## src/rtl/row_buf_sequencer.sv

```systemverilog
// Burst read sequencer between a row FIFO and a downstream shift register:
// waits for enough occupancy, issues BURST_LEN reads, idles GAP cycles, then re-arms.
module row_buf_sequencer #(
    parameter int ROW       = 9,
    parameter int COL       = 3,
    parameter int W_ADDR    = 8,
    parameter int BURST_LEN = ROW,
    parameter int THRESHOLD = ROW * COL,
    parameter int GAP       = 2,
    parameter int W_CNT     = 8,
    localparam int W_BEAT   = $clog2(BURST_LEN + 1)
) (
    input  logic              i_clk,
    input  logic              i_rst,
    input  logic              i_enable,
    input  logic              i_mode,
    input  logic              i_fifo_empty,
    input  logic [W_ADDR:0]   i_occupants,
    input  logic              i_sr_ready,
    output logic              o_read_enable,
    output logic              o_sr_enable,
    output logic              o_busy,
    output logic              o_burst_done,
    output logic [W_CNT-1:0]  o_burst_count,
    output logic [W_BEAT-1:0] o_beat_idx
);

    // One spare bit keeps the gap counter at least 1 bit wide when GAP is 0.
    localparam int W_GAP = $clog2(GAP + 2);

    localparam logic [W_ADDR:0]   THR       = (W_ADDR + 1)'(THRESHOLD);
    localparam logic [W_BEAT-1:0] BEAT_LAST = W_BEAT'(BURST_LEN - 1);
    localparam logic [W_GAP-1:0]  GAP_LAST  = W_GAP'((GAP > 0) ? (GAP - 1) : 0);

    typedef enum logic [1:0] {
        S_IDLE  = 2'd0,
        S_BURST = 2'd1,
        S_GAP   = 2'd2,
        S_HOLD  = 2'd3
    } state_t;

    state_t             state_q, state_d;
    logic [W_BEAT-1:0]  beat_idx_q, beat_idx_d;
    logic [W_GAP-1:0]   gap_cnt_q, gap_cnt_d;
    logic               mode_q, mode_d;
    logic [W_CNT-1:0]   burst_cnt_q, burst_cnt_d;
    logic               burst_done_q, burst_done_d;
    logic               sr_en_q, sr_en_d;
    logic               beat_s;
    logic               start_s;

    // State and datapath registers with synchronous reset.
    always_ff @(posedge i_clk) begin
        if (i_rst) begin
            state_q      <= S_IDLE;
            beat_idx_q   <= {W_BEAT{1'b0}};
            gap_cnt_q    <= {W_GAP{1'b0}};
            mode_q       <= 1'b0;
            burst_cnt_q  <= {W_CNT{1'b0}};
            burst_done_q <= 1'b0;
            sr_en_q      <= 1'b0;
        end else begin
            state_q      <= state_d;
            beat_idx_q   <= beat_idx_d;
            gap_cnt_q    <= gap_cnt_d;
            mode_q       <= mode_d;
            burst_cnt_q  <= burst_cnt_d;
            burst_done_q <= burst_done_d;
            sr_en_q      <= sr_en_d;
        end
    end

    // Next-state and counter update logic.
    always_comb begin
        state_d      = state_q;
        beat_idx_d   = beat_idx_q;
        gap_cnt_d    = gap_cnt_q;
        mode_d       = mode_q;
        burst_cnt_d  = burst_cnt_q;
        burst_done_d = 1'b0;
        sr_en_d      = o_read_enable;
        start_s      = i_enable && (i_occupants >= THR) && !i_fifo_empty;
        case (state_q)
            S_IDLE: begin
                if (start_s) begin
                    state_d    = S_BURST;
                    beat_idx_d = {W_BEAT{1'b0}};
                    mode_d     = i_mode;
                end else begin
                    state_d = S_IDLE;
                end
            end
            S_BURST: begin
                if (beat_s) begin
                    beat_idx_d = beat_idx_q + W_BEAT'(1'b1);
                    if (beat_idx_q == BEAT_LAST) begin
                        burst_cnt_d  = burst_cnt_q + W_CNT'(1'b1);
                        burst_done_d = 1'b1;
                        gap_cnt_d    = {W_GAP{1'b0}};
                        if (GAP > 0) begin
                            state_d = S_GAP;
                        end else begin
                            state_d = mode_q ? S_IDLE : S_HOLD;
                        end
                    end else begin
                        state_d = S_BURST;
                    end
                end else begin
                    state_d = S_BURST;
                end
            end
            S_GAP: begin
                if (gap_cnt_q == GAP_LAST) begin
                    gap_cnt_d = {W_GAP{1'b0}};
                    state_d   = mode_q ? S_IDLE : S_HOLD;
                end else begin
                    gap_cnt_d = gap_cnt_q + W_GAP'(1'b1);
                end
            end
            S_HOLD: begin
                if (!i_enable) begin
                    state_d = S_IDLE;
                end else begin
                    state_d = S_HOLD;
                end
            end
            default: begin
                state_d = S_IDLE;
            end
        endcase
    end

    // Outputs; the read strobe is combinational so the FIFO sees it in the beat cycle.
    always_comb begin
        beat_s        = (state_q == S_BURST) && !i_fifo_empty && i_sr_ready;
        o_read_enable = beat_s && !i_rst;
        o_busy        = (state_q == S_BURST) || (state_q == S_GAP);
        o_sr_enable   = sr_en_q;
        o_burst_done  = burst_done_q;
        o_burst_count = burst_cnt_q;
        o_beat_idx    = beat_idx_q;
    end

endmodule

```

## config.mk

```make
export PLATFORM = sky130hd
export DESIGN_NAME = row_buf_sequencer
export DESIGN_NICKNAME = d
export VERILOG_FILES = /design/src/rtl/row_buf_sequencer.sv
export SDC_FILE = /design/constraint.sdc
export NUM_CORES = 1
export LEC_CHECK = 0
export BUFFER_PORTS_ARGS = -buffer_cell sky130_fd_sc_hd__buf_2
export CORE_ASPECT_RATIO = 1.75
export CORE_UTILIZATION = 40
export CTS_BUF_LIST = sky130_fd_sc_hd__clkbuf_8 sky130_fd_sc_hd__clkbuf_16
export DETAILED_ROUTE_END_ITERATION = 6
export MAX_ROUTING_LAYER = met4
export PLACE_DENSITY = 0.68
export SYNTH_ARGS = -nofsm -noshare
export SYNTH_HDL_FRONTEND = slang
export SYNTH_SLANG_ARGS = --single-unit
```

## constraint.sdc

```tcl
create_clock -name i_clk -period 1.9 [get_ports i_clk]
set_input_delay 0 -clock i_clk [delete_from_list [all_inputs] [get_ports i_clk]]
set_output_delay 0 -clock i_clk [all_outputs]
set_load 0.02 [all_outputs]
```

==> results.toml, run 1 <==
[run_status]
status = "finished, final reports clean"

[yosys]
synth_edf_count = 0
synthArstFlopShare_pct = 0
netlist.area_leader.share_pct = 35.9
synth-seq-cells = 19
synth_cells = 126
ys_seq_area_share_pct = 35.9
syn_area_per_cell_um2 = 8.40
yosysUniqueCellTypes = 35
syn-cell-area_um2 = 1060
synth_commonest_cells = "19 x dfxtp_1, 15 x nand2_1, 13 x nor2_1"
synthFlopType = "dfxtp_1"
yosys.cell_count.top_type = "dfxtp_1"
synth_fp_nets = 149
synth_top_area_cell = "dfxtp_1"
synth.top_cells.by_area = "dfxtp_1 36%, ha_1 9.5%, nand2_1 5.3%"
yosysWarnings = 0

[floorplanning]
die_w_um = 40.9
num_rows = 24
io_pins = 31
die_area_um2 = 2860
die_h_um = 70.1
initial_core_util_pct = 42.5
fp.coreArea_um2 = 2490

[routing]
dr.pass1.iters = 6
routed_wirelength_um = 2260
via_per_inst = 5.35
route.detailed.drc = 0
wl_per_cell_um = 12.1
ant_nets = 0
drt-initial-drc-count = 19
num_vias = 1000

[grt]
grt_overflow = 0
grt_pass1_vias = 947
grt_antenna_before_repair = 0
grt_max_degree = 20
grt_pass1_wl_um = 3780
grt_util_all_layers_pct = 18.7

[cts]
path_clk_slew_ns = 0.07
clock_path_buffers = 2
clock-sinks = 19
cts_tree = "built"
numCtsBuffers = 3
clock_latency_ns = 0.25
root_buffer = "clkbuf_8"
h-tree-depth = 1

[cells_and_area]
area_growth_pct = 24.2
fin_util_pct = 52.8
final_cells = 187
drive_above_1_share_pct = 26.1
antennaDiodeCount = 0
finalInstanceArea_um2 = 1320
finalNetCount = 185

[placed_design]
gp_congestion = 0.854
dp.cells = 181
placed_area_um2 = 1240
port-buffer-count = 30
dp_hpwl_um = 1830
pre_cts_ws_ns = 0.0383

[critical_path]
worstPathRequired_ns = 2.08
worstPathArrival_ns = 1.97
critPathMaxFanout = 4
worstSetupPathType = "reg -> reg"
endpoint_kind = "register"
cp-start-kind = "register"

[timing]
worstMarginPinSlew_ns = 0.506
setup_violations = 0
clock.fmax_ghz = 0.558
finalClockSkew_ns = 0.00326
finalCriticalPeriod_ns = 1.79
min_period_over_period_pct = 94.3
holdWs_ns = 0.0942
hold_violations = 0
grt_setup_unrepaired = "no"
setup_ws_ns = 0.107
setup_tns_ns = 0
slew_violations = 0
timing.slew.headroom_pct = 66.1

[pwr]
total_power_mw = 0.759
ir_drop_v = 0.000457
leakage_nw = 0.580
power_per_cell_area_nw_per_um2 = 577

[min_path]
hold_class = "in -> reg"

[run]
max-cap-violations = 0
==> cell usage in the layout (no fill, tap or decap), types with 4 or more instances in the layout <==
cell,instances
nor2_1,13
xnor2_1,6
inv_1,12
a21oi_1,8
buf_2,30
nor4_1,4
ha_1,7
nand3_1,6
nand2_1,15
dfxtp_1,19
==> worst paths after layout <==
| check | end | from | slack [ns] | cells past startpoint |
|---|---|---|---|---|
| hold reg to reg | mode_q | mode_q | 0.47 | 2 |
| setup / recovery | o_burst_count[7] | state_q[1] | 0.11 | 6 |
| hold / removal | state_q[0] | i_enable | 0.09 | 3 |
| setup reg to reg | o_burst_count[7] | state_q[1] | 0.11 | 6 |
==> area by class of cell <==
type | instances | area (um2)
Fill cell | 254 | 1180
Multi-Input combinational cell | 93 | 633
Sequential cell | 19 | 380
Timing Repair Buffer | 34 | 183
Clock buffer | 3 | 41.3
Inverter | 11 | 41.3
Tap cell | 26 | 32.5
Clock inverter | 1 | 3.75
==> registers in the layout, summed over array words and instances (netlist names) <==
name / flops
o_beat_idx: 4
o_sr_enable: 1
state_q: 2
mode_q: 1
gap_cnt_q: 2
o_burst_done: 1
o_burst_count: 8
==> per-layer routing <==
layer	share of wire (%)	up-vias	GRT usage, %	wire (um)
met5	0	-	-	0
met4	1.7	0	6.67	38
met3	3.6	4	2.86	82
met2	55	27	31.4	1240
met1	40	457	20.6	901
li1	-	512	-	-
==> logic make-up (layout without fill, tap and decap cells) <==
logic type | Yosys count | after routing | synth area share [%]
simple gates | 56 | 56 | 29.6
compound gates | 20 | 20 | 12.2
flops | 19 | 19 | 35.9
buf+inv | 14 | 49 | 5.08
fa+ha+maj | 8 | 8 | 9.46
xor+xnor | 6 | 6 | 4.96
mux | 3 | 3 | 2.84
==> power by group <==
part | total (mW) | internal (mW) | switching, mW
sequential | 0.405 | 0.402 | 0.00336
clock | 0.270 | 0.143 | 0.127
combinational | 0.0833 | 0.0368 | 0.0465
total | 0.759 | 0.582 | 0.177
==> what timing repair did <==
| item | CTS | global route |
|---|---|---|
| gates resized for setup | 0 | 2 |
| setup buffers | 0 | 1 |
| endpoints found under the hold margin | 1 | 0 |
| hold buffers | 1 | 0 |
| endpoints found under the setup margin | 0 | 5 |
==> critical path: stages (launching register included) <==
cell      delay, ns
dfxtp_1        0.34
inv_1          0.11
ha_2           0.25
nand3b_4       0.08
or2_1          0.26
or4_1          0.52
a21oi_1        0.16
(Power assumes the default switching activity.)
==> inputs of run 2 (changes only) <==
- BUFFER_PORTS_ARGS: -buffer_cell sky130_fd_sc_hd__buf_2 -> not set
- DONT_BUFFER_PORTS: not set -> 1
- PLACE_DENSITY: 0.68 -> 0.58
==> run 2 against run 1 <==
  * Sequential power barely moved
  * Utilization decreased by 2.3 points
  * Final cell count down 11%
  * Power down 1.2%
  * Critical endpoint unchanged
  * Wire length increased by 3.1%
==> results.toml, run 2 (synthesis gave the netlist of run 1 again) <==
[run_status]
status = "finished, final reports clean"

[pwr]
p_sw_mw = 0.174
p_seq_share_pct = 54.1
internal_power_mw = 0.576
swShare_pct = 23.2
ir_drop_v = 0.000330
power_frac_comb_pct = 9.6
leakage_nw = 0.489
power_per_cell_area_nw_per_um2 = 596
p_clk_share_pct = 36.2
total_power_mw = 0.750

[critical_path]
worstSetupPathType = "reg -> reg"
worstPathArrival_ns = 1.94
worstPathRequired_ns = 2.08
crit_slowest_cell = "or4_1"
critPathBufInv = 1
cpLargestDelayFamily = "simple AND/OR/NAND/NOR gates"
cp-start-kind = "register"
critPathMaxFanout = 6
worstPathCellList = "inv_1 > ha_4 > nand3b_4 > or2_1 > or4_1 > a21oi_1"
endpoint_kind = "register"
slowest_delay_ns = 0.52

[cells_and_area]
largest_reg_flops = 8
finalInstanceArea_um2 = 1260
antennaDiodeCount = 0
drive_above_1_share_pct = 13.5
finalNetCount = 165
area_growth_pct = 18.8
final_common_cell = "dfxtp_1"
fillerInstances = 244
final_cell_mix = "19 x dfxtp_1, 15 x nand2_1, 13 x nor2_1"

[timing]
finalCriticalPeriod_ns = 1.76
hold_violations = 0
min_period_over_period_pct = 92.6
worstMarginPinSlew_ns = 0.643
finalClockSkew_ns = 0.00268
grt_setup_unrepaired = "no"
clock.fmax_ghz = 0.568
setup_tns_ns = 0
setup_violations = 0
timing.slew.headroom_pct = 57.0
slew_violations = 0

[floorplanning]
die_w_um = 40.9
die_h_um = 70.1
die_area_um2 = 2860
num_rows = 24
io_pins = 31
fp.coreArea_um2 = 2490
initial_core_util_pct = 42.5

[cts]
root_buffer = "clkbuf_8"
clock-sinks = 19
cts_setup_buffers = 0
h-tree-depth = 1
clock_latency_ns = 0.25
numCtsBuffers = 3
cts_tree = "built"
path_clk_slew_ns = 0.07
clock_path_buffers = 2

[grt]
grt_max_degree = 18
grt_util_all_layers_pct = 18.5
grt_pass1_wl_um = 3620
grt_pass1_vias = 874
grt_overflow = 0
grt_antenna_before_repair = 0

[routing]
ant_nets = 0
num_vias = 945
dr.pass1.iters = 4
routed_wirelength_um = 2330
drt-initial-drc-count = 17
wl_per_cell_um = 14.0
via_per_inst = 5.66
route.detailed.drc = 0

[placed_design]
dp_hpwl_um = 1750
gp_congestion = 0.834
placed_area_um2 = 1150
port-buffer-count = 0

[min_path]
hold_class = "in -> reg"

[run]
max-cap-violations = 0
run 2: cell types whose count changed in the layout (fill, tap and decap cells not counted), sizes merged:
cell         change
buf             -23
dlygate4sd3      +3
run 2: per-layer routing:
layer / track usage [%] / up-vias / share of wire, %
met5: - / - / 0
met4: 7.78 / 0 / 0.90
met3: 3.49 / 2 / 5.4
met2: 30.0 / 27 / 54
met1: 20.3 / 442 / 40
li1: - / 474 / -
run 2: path summary, 6_finish.rpt:
path | start | cells after the start | slack (ns) | to
hold / removal | i_rst | 3 | 0.004 | mode_q
hold reg to reg | mode_q | 2 | 0.46 | mode_q
setup / recovery | state_q[1] | 6 | 0.14 | o_burst_count[7]
setup reg to reg | state_q[1] | 6 | 0.14 | o_burst_count[7]
run 2: layout make-up:
cell class              count  area (um2)  share of cell area (%)
multi-input cells          93         643                    51.1
flip-flops and latches     19         380                    30.2
repair buffers             14         115                    9.15
clock buffers               3        41.3                    3.28
inverters                  11        41.3                    3.28
well taps                  26        32.5                    2.59
clock inverters             1        3.75                   0.299
run 2: through the flow:
step                      setup slack, ns  cells  hold WS, ns  utilization, %
final                               0.140    167      0.00357            50.5
after global routing               0.0325    167       0.0166            50.5
after CTS                          0.0264    167      0.00334            49.7
after detailed placement           0.0493    159       0.0742            46.3
after global placement              0.114    159       0.0714            46.3
after floorplan                     0.173    126        0.139               -
run 2: power by group through the flow:
stage | clock network [mW] | logic (mW) | registers, mW
5_1_grt | 0.302 | 0.0799 | 0.406
3_3_place_gp | 0 | 0.0542 | 0.414
3_5_place_dp | 0 | 0.0551 | 0.414
4_1_cts | 0.283 | 0.0678 | 0.405
6_report | 0.272 | 0.0721 | 0.406
2_1_floorplan | 0 | 0.0467 | 0.415
run 2: tightest hold or removal path: cells and delay by family:
family                 cells  cell delay, ns
muxes                      1            0.05
and+or+nand+nor            1            0.08
buffers and inverters      1            0.08
run 2: what timing repair did:
item | CTS | global route
endpoints found under the hold margin | 17 | 0
hold buffers | 4 | 0
gates resized for setup | 0 | 3
setup endpoints to repair | 0 | 6
==> inputs of run 3 (changes only) <==
- PLACE_DENSITY: 0.58 -> 0.6
==> run 3 against run 2 <==
  * Sequential power hardly changed
  * Final cell count down 1.2%
  * Sequential share of layout area is 0.74 points higher
  * Combinational power down 4.4%
  * Critical endpoint unchanged
==> results.toml, run 3 (synthesis gave the netlist of run 1 again) <==
[run_status]
status = "finished, final reports clean"

[timing]
setup_tns_ns = 0
min_period_over_period_pct = 94.3
setup_violations = 0
setup_ws_ns = 0.108
timing.slew.headroom_pct = 55.3
holdWs_ns = 0.0225
hold_violations = 0
grt_setup_unrepaired = "no"
clock.fmax_ghz = 0.558
finalCriticalPeriod_ns = 1.79
finalClockSkew_ns = 0.00646
slew_violations = 0
worstMarginPinSlew_ns = 0.668

[critical_path]
slowest_delay_ns = 0.50
endpoint_kind = "register"
critPathMaxFanout = 6
worstSetupPathType = "reg -> reg"
r2r_cells = 6
worstPathCellList = "inv_1 > ha_2 > nand3b_4 > or2_1 > or4_1 > a21oi_1"
crit_slowest_cell = "or4_1"
worstPathRequired_ns = 2.09
r2r-end = "o_burst_count[7]"
r2r_start = "state_q[1]"
reg2reg_slack_ns = 0.11
cp-start-kind = "register"
cpLargestDelayFamily = "simple AND/OR/NAND/NOR gates"
critPathBufInv = 1
worstPathArrival_ns = 1.98

[floorplanning]
io_pins = 31
die_h_um = 70.1
num_rows = 24
fp.coreArea_um2 = 2490
die_w_um = 40.9
die_area_um2 = 2860
initial_core_util_pct = 42.5

[min_path]
min_to = "o_burst_done"
hold_path_startpoint = "i_sr_ready"
hold_class = "in -> reg"
holdPathStages = 3

[pwr]
power_per_cell_area_nw_per_um2 = 620
ir_drop_v = 0.000379
total_power_mw = 0.761
leakage_nw = 0.474

[cts]
numCtsBuffers = 3
cts_setup_buffers = 0
clock-sinks = 19
cts_tree = "built"
root_buffer = "clkbuf_8"
clock_latency_ns = 0.26
path_clk_slew_ns = 0.08
clock_path_buffers = 2
h-tree-depth = 1

[placed_design]
pre_cts_ws_ns = 0.0501
port-buffer-count = 0
placed_area_um2 = 1140
gp_congestion = 0.839
dp.cells = 157
dp_hpwl_um = 1710

[routing]
num_vias = 932
drt-initial-drc-count = 17
dr.pass1.iters = 4
route.detailed.drc = 0
via_per_inst = 5.65
routed_wirelength_um = 2290
ant_nets = 0
wl_per_cell_um = 13.9

[grt]
grt_pass1_vias = 925
grt_max_degree = 19
grt_antenna_before_repair = 0
grt_pass1_wl_um = 3770
grt_util_all_layers_pct = 19.1
grt_overflow = 0

[cells_and_area]
antennaDiodeCount = 0
finalNetCount = 163
final_common_cell = "dfxtp_1"
largest_reg_flops = 8
final_cell_mix = "19 x dfxtp_1, 15 x nand2_1, 13 x nor2_1"
finalInstanceArea_um2 = 1230
final_cells = 165
drive_above_1_share_pct = 12.9
area_growth_pct = 16.0
fin_util_pct = 49.2

[run]
max-cap-violations = 0
-- run 3: cell count changes in the layout (fill, tap and decap cells not counted), sizes merged --
cell / before / now
buf: 10 / 8
clkinv: 0 / 1
inv: 12 / 11
-- run 3: metal layers --
layer	global-route usage (%)	vias up	part of all wire, %
met2	31.9	35	54
li1	-	465	-
met4	8.89	0	2.3
met1	19.8	427	38
met5	-	-	0
met3	3.17	5	5.1
-- run 3: tightest hold or removal path: cells and delay by family --
kind             cells  cell delay [ns]
and+or+nand+nor      3             0.24
-- run 3: worst max-delay path by stage --
stage / from / endpoint / slack (ns) / depth (start not counted)
final: state_q[1] / o_burst_count[7] / 0.11 / 6
after global routing: state_q[1] / o_burst_count[7] / 0.03 / 6
after CTS: state_q[1] / o_burst_count[7] / 0.02 / 6
after detailed placement: state_q[1] / o_burst_count[7] / 0.05 / 6
after global placement: state_q[1] / o_burst_count[7] / 0.12 / 6
after floorplan: o_beat_idx[0] / o_burst_count[7] / 0.17 / 6
-- run 3: where the power goes --
part	internal, mW	total, mW	leakage (nW)	switching (mW)
Combinational	0.0284	0.0689	0.296	0.0405
Clock	0.146	0.288	0.0255	0.142
Sequential	0.402	0.405	0.153	0.00287
Total	0.576	0.761	0.474	0.185
-- run 3: area by class of cell --
class                           count  area [um2]
Clock buffer                        3        41.3
Clock inverter                      1        5.00
Fill cell                         252        1260
Inverter                           11        41.3
Multi-Input combinational cell     93         627
Sequential cell                    19         380
Tap cell                           26        32.5
Timing Repair Buffer               12         100
-- run 3: repair_timing --
| item | in CTS | in global routing |
|---|---|---|
| hold buffers | 4 | 0 |
| endpoints found under the setup margin | 0 | 3 |
| endpoints found under the hold margin | 18 | 0 |
| resized for setup | 0 | 1 |
